--- src/rtl/regfile_wb_queue.sv ---
// regfile_wb_queue: in-order register-file writeback queue with optional reset-time sweep (REGFILE_INIT_EN)
module regfile_wb_queue #(
  parameter int DEPTH = 4
) (
  input  logic                     clk,
  input  logic                     rst_n,
  input  logic                     in_valid,
  output logic                     in_ready,
  input  logic [4:0]               in_addr,
  input  logic [31:0]              in_data,
  output logic                     WE3,
  output logic [4:0]               A3,
  output logic [31:0]              WD3,
  output logic                     busy,
  output logic [$clog2(DEPTH):0]   count
);
  localparam int AW = $clog2(DEPTH);
  localparam int CW = AW + 1;
  logic [AW-1:0] rd_ptr, wr_ptr;
  logic [4:0]    q_addr [DEPTH];
  logic [31:0]   q_data [DEPTH];
  logic          run, sweep, push, pop;
  logic [4:0]    init_idx;
`ifdef REGFILE_INIT_EN
  typedef enum logic {INIT, RUN} state_t;
  state_t     state, state_n;
  logic [5:0] init_cnt;
  // state register and sweep index; the index stops at 32 to mark the sweep done
  always_ff @(posedge clk or negedge rst_n)
    if (!rst_n) begin
      state    <= INIT;
      init_cnt <= '0;
    end else begin
      state <= state_n;
      if (sweep) init_cnt <= init_cnt + 6'd1;
    end
  // sweep registers 0..31, then one extra INIT edge hands over to RUN
  always_comb begin
    state_n = state;
    sweep   = 1'b0;
    if (state == INIT) begin
      sweep   = !init_cnt[5];
      state_n = init_cnt[5] ? RUN : INIT;
    end
  end
  assign run      = state == RUN;
  assign init_idx = init_cnt[4:0];
`else
  assign run      = 1'b1;
  assign sweep    = 1'b0;
  assign init_idx = '0;
`endif
  assign in_ready = run && (count < CW'(DEPTH));
  assign push     = in_valid && in_ready && (in_addr != 5'd0);
  assign pop      = run && (count != '0);
  assign busy     = !run || (count != '0) || WE3;
  // queue storage needs no reset: count and pointers define what is valid
  always_ff @(posedge clk)
    if (push) begin
      q_addr[wr_ptr] <= in_addr;
      q_data[wr_ptr] <= in_data;
    end
  // pointers, occupancy and the registered write port
  always_ff @(posedge clk or negedge rst_n)
    if (!rst_n) begin
      WE3    <= 1'b0;
      A3     <= '0;
      WD3    <= '0;
      count  <= '0;
      rd_ptr <= '0;
      wr_ptr <= '0;
    end else begin
      WE3 <= sweep || pop;
      if (sweep) begin
        A3  <= init_idx;
        WD3 <= {27'd0, init_idx};
      end else if (pop) begin
        A3  <= q_addr[rd_ptr];
        WD3 <= q_data[rd_ptr];
      end
      if (push) wr_ptr <= wr_ptr + AW'(1);
      if (pop) rd_ptr <= rd_ptr + AW'(1);
      count <= count + CW'(push) - CW'(pop);
    end
endmodule
--- config.mk ---
export PLATFORM = sky130hd
export DESIGN_NAME = regfile_wb_queue
export DESIGN_NICKNAME = d
export VERILOG_FILES = /design/src/rtl/regfile_wb_queue.sv
export SDC_FILE = /design/constraint.sdc
export NUM_CORES = 1
export LEC_CHECK = 0
export CORE_UTILIZATION = 35
export DETAILED_ROUTE_END_ITERATION = 16
export GPL_TIMING_DRIVEN = 0
export SYNTH_ARGS = -nofsm -noshare
export SYNTH_HDL_FRONTEND = slang
export SYNTH_SLANG_ARGS = --single-unit
--- constraint.sdc ---
create_clock -name clk -period 2.75 [get_ports clk]
set_clock_uncertainty 0.15 [all_clocks]
set_input_delay 0.4125 -clock clk [delete_from_list [all_inputs] [get_ports clk]]
set_output_delay 0.4125 -clock clk [all_outputs]
set_load 0.03 [all_outputs]
# Word level (Yosys, flattened, before mapping)
# Memory sizes are Yosys's and may differ from the RTL's. A register that Yosys moved wholly into a read port is not among the register bits.
# Index checks and enable logic that the tools add are counted.
# W data, S select, Z words.
[op_classes]
add_sub_neg = 4
mul = 0
div_mod_pow = 0
magnitude_cmp = 1
eq_ne = 0
shift = 0
mux = 2
bitwise = 0
reduce_logical = 7
[ops]
columns = ["op", "count"]
rows = [
  ["$reduce_bool A5 Y1", 1],
  ["$add A2 B1 Y2 const B", 2],
  ["$add A3 B1 Y3", 1],
  ["$lt A3 B3 Y1 const B", 1],
  ["$reduce_bool A3 Y1", 1],
  ["$sub A3 B1 Y3", 1],
  ["$logic_and A1 B1 Y1", 2],
  ["$logic_not A1 Y1", 2],
  ["$mux W1", 2],
  ["$logic_or A1 B1 Y1", 1],
]
[totals]
register_bits = 8
latch_bits = 0
ramBits = 148
romBits = 0
inputBits = 40
output_inout_bits = 43
wordCells = 20
n_memories = 2
[memory_table]
columns = ["memory", "depth", "word_bits", "rd", "rd_ports_with_merged_regs", "wr", "line_no", "source"]
rows = [
  ["q_data", 4, 32, 1, 1, 1, "21", "logic [31:0] q_data [DEPTH];"],
  ["q_addr", 4, 5, 1, 1, 1, "20", "logic [4:0] q_addr [DEPTH];"],
]

# Depth between registers and ports, before layout
[logic_depth]
word_depth = 5
depth_mapped = 9
ltp_nobuf = 9

# Least setup slack after synthesis
# Ideal clock, no wire load.
[synth_path]
kind = "reg2reg"
from = "reg count[1]"
to = "reg count[2]"
setup_ps = 123
t_arrival_ps = 2258
t_required_ps = 2477
path_slack_ps = 219
stages_incl_launch_ff = 10
path_buffers = 1
synth_period_minus_slack_ps = 2531
path_cell_list = "dfrtp_1 -> nor3_1 -> inv_1 -> clkbuf_1 -> ha_1 -> inv_1 -> ha_1 -> fa_1 -> xnor2_1 -> xnor2_1"
[synth_between]
word_cells_on_any_way = 6
cone_classes = "add/sub: 2; order compare: 1; reduce/logical: 3"
[synth_lines]
columns = ["item", "line_no", "source"]
rows = [
  ["start: declaration", "15", "output logic [$clog2(DEPTH):0] count"],
  ["start signal: assignment", "83", "count <= count + CW'(push) - CW'(pop);"],
  ["$reduce_bool A3 Y1", "55", "assign pop = run && (count != '0);"],
  ["via pop", "22", "logic run, sweep, push, pop;"],
  ["$sub A3 B1 Y3", "83", ""],
]
# The timed path passes the listed nets, and every way through them passes these cells.
# A chain may end at the register's enable or synchronous reset.

# Final worst setup path
[layout_path]
from = "reg count[2]"
to = "out busy"
[layout_between]
elab_chain_len = 2
[layout_lines]
columns = ["item", "line_no", "source"]
rows = [
  ["$reduce_bool A3 Y1", "56", "assign busy = !run || (count != '0) || WE3;"],
  ["$logic_or A1 B1 Y1", "56", ""],
  ["end: declaration", "14", "output logic busy,"],
]
# No other way between the ends.

==> flow_summary.toml <==
[final_layout]
layout-drive-gt1-share_pct = 17.5
fillers = 1762
final_cells = 769
final_cell_mix = "148 x edfxtp_1, 112 x nand2_1, 81 x clkdlybuf4s50_1"
final_common_cell = "edfxtp_1"
nets = 538
num_antenna_cells = 0
syn_to_final_growth_pct = 25.6
multi_input_area_um2 = 1490
seq_area_um2 = 5570

[outcome]
outcome = "finished clean"

[pwr]
p_sw_share_pct = 31.7
powerDensity_nw_per_um2 = 1130
p_total_w = 0.0102
switchingPower_w = 0.00323
p_int_w = 0.00697
seqPwrFrac_pct = 40.4
power.leakage_nw = 3.27
p_clk_share_pct = 25.5
p_comb_share_pct = 34.2
ir_worst_vdd_mv = 0.621

[setup_path]
ff2ff_path_depth = 8
path_cells = "nor3_4 > buf_4 > nand2b_1 > clkdlybuf4s50_1"
worstSetupStartpointType = "register"
timing.rr.end = "count[2]$_DFF_PN0_"
worstPathArrival_ns = 2.08
max_stage_delay_ns = 0.60
cp_max_fo = 10
critPathKind = "register to output port"
cp-end-kind = "output port"
r2r-start = "count[2]$_DFF_PN0_"
slowest_stage = "clkdlybuf4s50_1"
required_ns = 2.19
r2r_slack_ns = 0.18

[sta]
final-setup-viol-count = 0
finalCritPeriodShare_pct = 96.2
tightest_slew_ns = 1.09
timing.slew.headroom_pct = 27.3
slew_viol_final = 0
finalHoldViolations = 0
final.min_clock_period_ns = 2.65
whs_ns = 0.300
max_clock_freq_ghz = 0.378

[synth]
synth_nets = 434
synthCells = 387
syn_area_um2 = 7160
yosysSeqAreaShare_pct = 77.8
ys_ff_latch = 193
ys_warn_count = 0
synth_cell_types = 17
synth_area_per_cell_um2 = 18.5

[routing]
drt_iter0_drc = 179
highest_layer = "met4"
wl_met1_um = 5720
wl_per_cell_um = 17.5
ant_nets = 0
drc = 0
wl_um = 13400
viasPerCell = 4.57
vias = 3511
met2_length_um = 6730
wl_met3_um = 827
dr.pass1.iters = 4

[floorplanning]
rows = 51
fp.coreArea_um2 = 19800
dieArea_um2 = 21000
io_pins = 83
start_util_pct = 36.2
die_width_um = 145
die-height_um = 145

[clocking]
cts_tree = "yes"
clk_pin_slew_ns = 0.07
cts_made_buffers = 17
clockBufferDepth = 2
htree_levels = 4
clk_latency_ns = 0.42
clock_sinks = 193
root_buffer = "clkbuf_16"

[placement]
hpwl_um = 8080
dp.cells = 735
gp_congestion = 0.642
io_buffers = 82

[global_route]
grt_overflow = 0
grt_pass1_wl_um = 20900
grt_usage_pct = 13.8
antenna_found_initial = 0
grt_max_degree = 38
grt_pass1_vias = 3750

[job]
drv_cap = 0

[min_path]
hold_path_class = "input pin to asynchronous set/reset pin"
cell families (layout without fill, tap and decap cells):
kind of cell | Yosys count | count (layout) | synth area share (%)
muxes | 38 | 38 | 11.8
DFF | 193 | 193 | 77.8
and+or+nand+nor | 119 | 119 | 6.53
xor gates and xnor gates | 5 | 5 | 0.611
adders and majority gates | 7 | 7 | 1.33
AOI/OAI and AO/OA | 1 | 1 | 0.297
buffers and inverters | 24 | 141 | 1.61
worst max-delay path by stage:
stage	from	endpoint	slack, ns	cells past startpoint
2_1_floorplan	count[1]$_DFF_PN0_	count[2]$_DFF_PN0_	0.22	9
4_1_cts	count[2]$_DFF_PN0_	busy	0.04	4
6_report	count[2]$_DFF_PN0_	busy	0.10	4
3_3_place_gp	rst_n	WD3[6]$_DFFE_PN0P_	-0.37	1
5_1_grt	count[2]$_DFF_PN0_	busy	-0.01	4
3_5_place_dp	count[2]$_DFF_PN0_	count[2]$_DFF_PN0_	-0.35	9
flip-flops by register name, summed over array words and instances (netlist names):
| signal | cells |
|---|---|
| WE3 | 1 |
| count | 3 |
| wr_ptr | 2 |
| WD3 | 32 |
| q_data | 128 |
| rd_ptr | 2 |
| A3 | 5 |
| q_addr | 20 |
layer usage:
metal	vias up	track usage, %
met5	-	0
met4	0	5.27
met3	11	4.25
met2	93	22.9
met1	1765	16.8
li1	1642	-
area by class of cell:
type,count,area share (%)
Timing Repair Buffer,86,9.57
Sequential cell,193,61.9
Tap cell,265,3.69
Inverter,8,0.334
Buffer,15,0.932
Clock buffer,22,5.27
Clock inverter,10,1.74
Multi-Input combinational cell,170,16.5
synth_stat cells, drive strengths merged:
cell / number / share of area [%]
dfrtp: 45 / 16
clkbuf: 6 / 0.31
fa: 1 / 0.28
nand2b: 1 / 0.087
buf: 10 / 0.87
and2: 4 / 0.42
or3: 1 / 0.087
xnor2: 5 / 0.61
nand2: 112 / 5.9
ha: 6 / 1.0
mux4: 37 / 12
edfxtp: 148 / 62
nor3: 1 / 0.070
inv: 8 / 0.42
o311a: 1 / 0.30
mux2: 1 / 0.21
power by group through the flow:
stage	registers [W]	clock network, W	logic (W)
finish	0.00412	0.00260	0.00349
global route	0.00419	0.00274	0.00379
CTS	0.00413	0.00265	0.00356
detailed placement	0.00417	0	0.00355
global placement	0.00415	0	0.00349
floorplan	0.00473	0	0.00168
critical path: cells and delay by family (launching register included):
| kind | cells | cell delay [ns] |
|---|---|---|
| buffers and inverters | 2 | 0.84 |
| AND/OR/NAND/NOR | 2 | 0.34 |
| flip-flops | 1 | 0.47 |
metrics by stage:
step	util, %	TNS (ns)	worst slack [ns]	cell area (µm²)
final	45.5	0	0.104	8990
after global routing	45.5	-0.0112	-0.0112	8990
after CTS	45.4	0	0.0378	8980
after detailed placement	42.1	-9.96	-0.351	8330
after global placement	42.0	-23.38	-0.366	8310
after floorplan	-	0	0.219	7160
what timing repair did:
action                                  4_1_cts  5_1_grt
buffers inserted                              0        2
endpoints found under the setup margin        3        2
gates resized for setup                       3        0
hold buffers                                  1        0
endpoints found under the hold margin        13        0
pin swaps                                     0        1
No activity file was read; power rests on OpenSTA's default activity.
==> edit 1 (config.mk and constraints unchanged) <==
The option `REGFILE_INIT_EN` is turned on by a define.
--- a/src/rtl/regfile_wb_queue.sv
+++ b/src/rtl/regfile_wb_queue.sv
@@ -1,4 +1,6 @@
 // regfile_wb_queue: in-order register-file writeback queue with optional reset-time sweep (REGFILE_INIT_EN)
+`define REGFILE_INIT_EN
+
 module regfile_wb_queue #(
   parameter int DEPTH = 4
 ) (
Behaviour: not the same (Yosys sat finds a counterexample within 4 cycles, from zero or initial values and one cycle with rst_n low).
==> edit 1 against the original RTL <==
  * Sequential power rose by 4%
  * Sequential cell count increased by 7
  * Worst hold slack worse by 0.15 ns
  * Clock power decreased by 5%
  * Total power increased by 0.51%
  * Area after synthesis is 5.5% higher
  * First-iteration DRC count grew 20%
  * Count of clock-buffer cells in the layout shrank 3
  * Wire length rose by 14%
  * Synthesized cell count is 9.0% higher
  * Worst setup slack improved by 0.068 ns
  * Core utilization down 0.97 points
  * Final area increased by 4.3%
  * Die area increased by 5.5%
  * Critical path type is now reg2reg
  * Largest cell class unchanged
==> edit 1: results (changes against the original RTL) <==
Pwr
  • LEAKAGE: 3.40 nW (+4.0%)
  • Worst vdd ir: 0.000509 V (-18%)
  • Seq power: 4.27 mW (+4%)
  • Sw power: 3.37 mW (+4.4%)
  • Comb pwr: 3.51 mW
  • Power per cell area: 1090 mW/mm2 (-3.7%)

Logic synthesis
  • Area share of fa/ha/maj cells after synthesis: 1.42% (+0.096 points)
  • Yosys cell types: 25 (+8)
  • Number of synthesized flops with an enable pin: 148 (unchanged)
  • Post-synthesis mux area share: 11.2% (-0.62 points)
  • Most area-consuming cells after synthesis: edfxtp_1, dfrtp_1, mux4_2
  • Syn avg cell area: 17.9 um2 (-3.2%)
  • Syn nets: 470 (+8.3%)
  • Post-synthesis xor/xnor area fraction: 1.04% (+0.43 points)
  • Synth top cells by count: edfxtp_1, nand2_1, dfrtp_1
  • Post-synthesis sequential area ratio: 76.0% (-1.8 points)
  • Compound-cell area share of the yosys netlist: 0.695% (+0.40 points)
  • Async SR Flop Fraction: 26.0% (+2.7 points)
  • Synth Flop Type: edfxtp_1

Finish
  • Number of diodes: 0 (unchanged)
  • Biggest regs: q_data x128, WD3 x32, q_addr x20
  • Share of cells above drive strength 1: 17.6% (+0.13 points)
  • Fin cells: 815 (+6.0%)
  • Nets: 575 (+6.9%)

Routing
  • Vias per Instance: 4.85 (+6.2%)
  • DR pass1 iterations: 4 (unchanged)
  • Met2 WL: 7850 um (+17%)
  • 1st-iter DRT viols: 215 (+20%)
  • Uppermost layer routed: met4
  • Wirelength per Cell: 18.8 um (+7.4%)
  • Wl on met1: 6710 um (+17%)
  • Routed met3 length: 499 um (-40%)

Place
  • Cells after DPL: 780 (+6.1%)
  • DP HPWL: 9400 um (+16%)
  • Placement Setup Slack: -0.456 ns (-0.105 ns)
  • GPL Wtd Cong: 0.758 (+18%)
  • Placed Area: 0.00874 mm2 (+4.9%)

Global route
  • Largest net degree at the start of global routing: 38 (unchanged)
  • First-pass GRT wire length: 23900 um (+14%)
  • Routing usage on met1: 19.2% (+2.5 points)
  • Vias in the first global route: 4241 (+13%)
  • Met3 Use GR: 3.09% (-1.2 points)
  • M2 GR Usage: 24.9% (+2.0 points)
  • GRT Util Overall: 14.9% (+1.1 points)

CTS
  • PostCTS Resize Cnt: 1 (-2)
  • Htree depth: 4 (unchanged)
  • Post-CTS Hold Buffers: 1 (unchanged)
  • Root Buffer: clkbuf_16
  • Clock-pin transition on the worst setup and hold timing paths: 0.07 ns (about the same)
  • Clock Latency Late Sink: 0.43 ns
  • CTS max path bufs: 2 (unchanged)

Critical path
  • Crit-path max FO: 5 (-5)
  • Data arrival, critical path: 2.74 ns (+0.66 ns)
  • Crit path largest cell delay: 0.46 ns (-0.14 ns)
  • CP max stage cell: dfrtp_1
  • Delay-heaviest family, CP: adder cells

Timing
  • Worst Tran Pin Value: 1.12 ns (+0.0252 ns)

Outcome
  • Status: finished clean

Hold path
  • Worst hold path class: in2reg
-- edit 1: final timing paths --
| kind | from | end | slack [ns] | cells past startpoint |
|---|---|---|---|---|
| worst max register to register | count[0]$_DFF_PN0_ | count[2]$_DFF_PN0_ | 0.17 | 9 |
| max in group asynchronous | rst_n | WD3[6]$_DFFE_PN0P_ | 1.45 | 3 |
| min in group asynchronous | rst_n | A3[2]$_DFFE_PN0P_ | 0.40 | 2 |
| worst min-delay path | in_addr[3] | q_addr[2][3]$_DFFE_PP_ | 0.15 | 1 |
| worst max-delay path | count[0]$_DFF_PN0_ | count[2]$_DFF_PN0_ | 0.17 | 9 |
| worst min register to register | init_cnt[5]$_DFFE_PN0P_ | init_cnt[5]$_DFFE_PN0P_ | 0.32 | 1 |
-- edit 1: cell type report --
cell class	instances	area [um2]
repair buffers	87	876
fillers	1909	11700
multi-input cells	193	1690
clock inverters	13	148
well taps	275	344
flip-flops and latches	200	5750
inverters	8	33.8
plain buffers	20	104
clock buffers	19	443
==> edit 2 (config.mk and constraints unchanged) <==
Made on the original files. Put one more register stage on the output `count`, without a reset. The value now appears one clock later. The other outputs are not delayed to match.
--- a/src/rtl/regfile_wb_queue.sv
+++ b/src/rtl/regfile_wb_queue.sv
@@ -16,6 +16,8 @@
 );
   localparam int AW = $clog2(DEPTH);
   localparam int CW = AW + 1;
+
+  logic [$clog2(DEPTH):0] count_s0;
   logic [AW-1:0] rd_ptr, wr_ptr;
   logic [4:0]    q_addr [DEPTH];
   logic [31:0]   q_data [DEPTH];
@@ -50,10 +52,10 @@
   assign sweep    = 1'b0;
   assign init_idx = '0;
 `endif
-  assign in_ready = run && (count < CW'(DEPTH));
+  assign in_ready = run && (count_s0 < CW'(DEPTH));
   assign push     = in_valid && in_ready && (in_addr != 5'd0);
-  assign pop      = run && (count != '0);
-  assign busy     = !run || (count != '0) || WE3;
+  assign pop      = run && (count_s0 != '0);
+  assign busy     = !run || (count_s0 != '0) || WE3;
   // queue storage needs no reset: count and pointers define what is valid
   always_ff @(posedge clk)
     if (push) begin
@@ -66,7 +68,7 @@
       WE3    <= 1'b0;
       A3     <= '0;
       WD3    <= '0;
-      count  <= '0;
+      count_s0 <= '0;
       rd_ptr <= '0;
       wr_ptr <= '0;
     end else begin
@@ -80,6 +82,10 @@
       end
       if (push) wr_ptr <= wr_ptr + AW'(1);
       if (pop) rd_ptr <= rd_ptr + AW'(1);
-      count <= count + CW'(push) - CW'(pop);
+      count_s0 <= count_s0 + CW'(push) - CW'(pop);
     end
+  always_ff @(posedge clk) begin
+      count <= count_s0;
+  end
+
 endmodule
Formal check against the unedited RTL: not equivalent (a bounded check fails within 4 cycles, from zero or initial values and one cycle with rst_n low).
==> edit 2 against the original RTL <==
  * Worst setup slack better by 0.054 ns
  * Wire length is 1.9% lower
  * First-iteration DRC count is 18% lower
  * Final area barely moved
  * Area after synthesis rose by 0.84%
  * Sequential power is 2% higher
  * Die area grew 0.83%
  * Combinational power is 1% lower
  * Sequential cell count is 3 higher
  * Total power decreased by 1.4%
  * Clock power fell by 7%
  * Highest routed layer unchanged
==> edit 2: results (changes against the original RTL) <==
Outcome
  • Status: finished clean

Finish
  • Number of diodes: 0 (unchanged)
  • Share of cells above drive strength 1: 16.2% (-1.2 points)
  • Fillers: 1763 (+0.057%)
  • Nets: 539 (+0.19%)

Routing
  • Routed wire length: 13200 um (-1.9%)
  • Routed met3 length: 622 um (-25%)
  • Met2 WL: 6630 um (-1.5%)
  • Vias: 3495 (-0.46%)
  • Wl on met1: 5780 um (+1.1%)
  • Wirelength per Cell: 17.0 um (-2.6%)
  • 1st-iter DRT viols: 146 (-18%)

Logic synthesis
  • Syn nets: 437 (+0.69%)
  • Number of synthesized flops with an enable pin: 148 (unchanged)
  • Area leader, netlist: edfxtp_1
  • Post-synthesis sequential area ratio: 78.0% (+0.18 points)
  • Most area-consuming cells after synthesis: edfxtp_1, dfrtp_1, mux4_2
  • Synth top cells by count: edfxtp_1, nand2_1, dfrtp_1
  • Async SR Flop Fraction: 23.0% (-0.36 points)
  • Yosys cell types: 18 (+1)
  • Mapped Cells: 390 (+0.78%)

CTS
  • CTS buffer count: 17 (unchanged)
  • Root Buffer: clkbuf_16
  • Post-CTS setup repair buffer count: 0 (unchanged)
  • Post-CTS Hold Buffers: 1 (unchanged)
  • PostCTS Resize Cnt: 2 (-1)
  • CTS max path bufs: 2 (unchanged)
  • Clock-pin transition on the worst setup and hold timing paths: 0.06 ns

Critical path
  • CP max stage cell: clkdlybuf4s50_1
  • Data arrival, critical path: 2.75 ns (+0.67 ns)
  • Crit path largest cell delay: 0.49 ns (-0.11 ns)
  • Delay-heaviest family, CP: adder cells
  • Crit-path max FO: 7 (-3)

Global route
  • Met3 Use GR: 3.32% (-0.92 points)
  • Largest net degree at the start of global routing: 38 (unchanged)
  • Initial antenna violation count: 0 (unchanged)
  • M2 GR Usage: 22.7% (-0.12 points)
  • GRT Util Overall: 13.5% (-0.27 points)
  • First-pass GRT wire length: 20800 um (-0.26%)
  • Routing usage on met1: 16.9% (+0.10 points)
  • Vias in the first global route: 3790 (+1.1%)

Pwr
  • Sw power: 3.20 mW (-0.74%)
  • Worst vdd ir: 0.000658 V (+6.1%)
  • LEAKAGE: 3.25 nW (-0.60%)

Timing
  • Max-slew headroom: 27.1% (-0.21 points)
  • Final setup vio count: 0 (unchanged)

Place
  • GPL Wtd Cong: 0.629 (-1.9%)
  • Cells after DPL: 743 (+1.1%)
  • Placement Setup Slack: -0.281 ns (+0.0701 ns)
  • DP HPWL: 7920 um (-2.0%)
  • Placed Area: 0.00840 mm2 (+0.80%)

Flow run
  • MaxCap Viol Count: 0 (unchanged)

Hold path
  • Worst hold path class: in2async
edit 2: cell count changes after synthesis:
cell,change
dfxtp_1,+3
edit 2: power groups by stage:
stage               registers [mW]  clock network [mW]  logic (mW)
floorplan                     4.80                   0        1.68
CTS                           4.20                2.47        3.54
global route                  4.27                2.57        3.77
global placement              4.22                   0        3.48
finish                        4.19                2.42        3.44
detailed placement            4.25                   0        3.53
edit 2: layout make-up:
cell class | count | area (um2) | share of cell area [%]
clock inverter | 10 | 133 | 1.47
inverter | 8 | 30.0 | 0.334
sequential | 196 | 5630 | 62.6
buffer | 15 | 83.8 | 0.932
tap | 270 | 338 | 3.76
multi-input combinational | 170 | 1490 | 16.5
timing repair buffer | 84 | 846 | 9.41
clock buffer | 22 | 444 | 4.94
edit 2: path summary, 6_finish.rpt:
check	start	end	slack, ns	depth (start not counted)
worst min register to register	A3[1]$_DFFE_PN0P_	A3[1]$_DFFE_PN0P_	0.31	2
worst max-delay path	in_addr[1]	count_s0[2]$_DFF_PN0_	0.16	10
worst min-delay path	rst_n	WD3[20]$_DFFE_PN0P_	0.28	2
min in group clk	A3[1]$_DFFE_PN0P_	A3[1]$_DFFE_PN0P_	0.31	2
worst max register to register	count_s0[1]$_DFF_PN0_	count_s0[2]$_DFF_PN0_	0.27	8
max in group asynchronous	rst_n	WD3[9]$_DFFE_PN0P_	1.65	3
edit 2: cells by family after synthesis:
| kind of cell | after synthesis | share of synthesized area (%) |
|---|---|---|
| simple gates | 119 | 6.48 |
| mux | 38 | 11.7 |
| fa+ha+maj | 7 | 1.32 |
| flops | 196 | 78.0 |
| xor+xnor | 5 | 0.606 |
| compound gates | 1 | 0.295 |
| buf+inv | 24 | 1.59 |
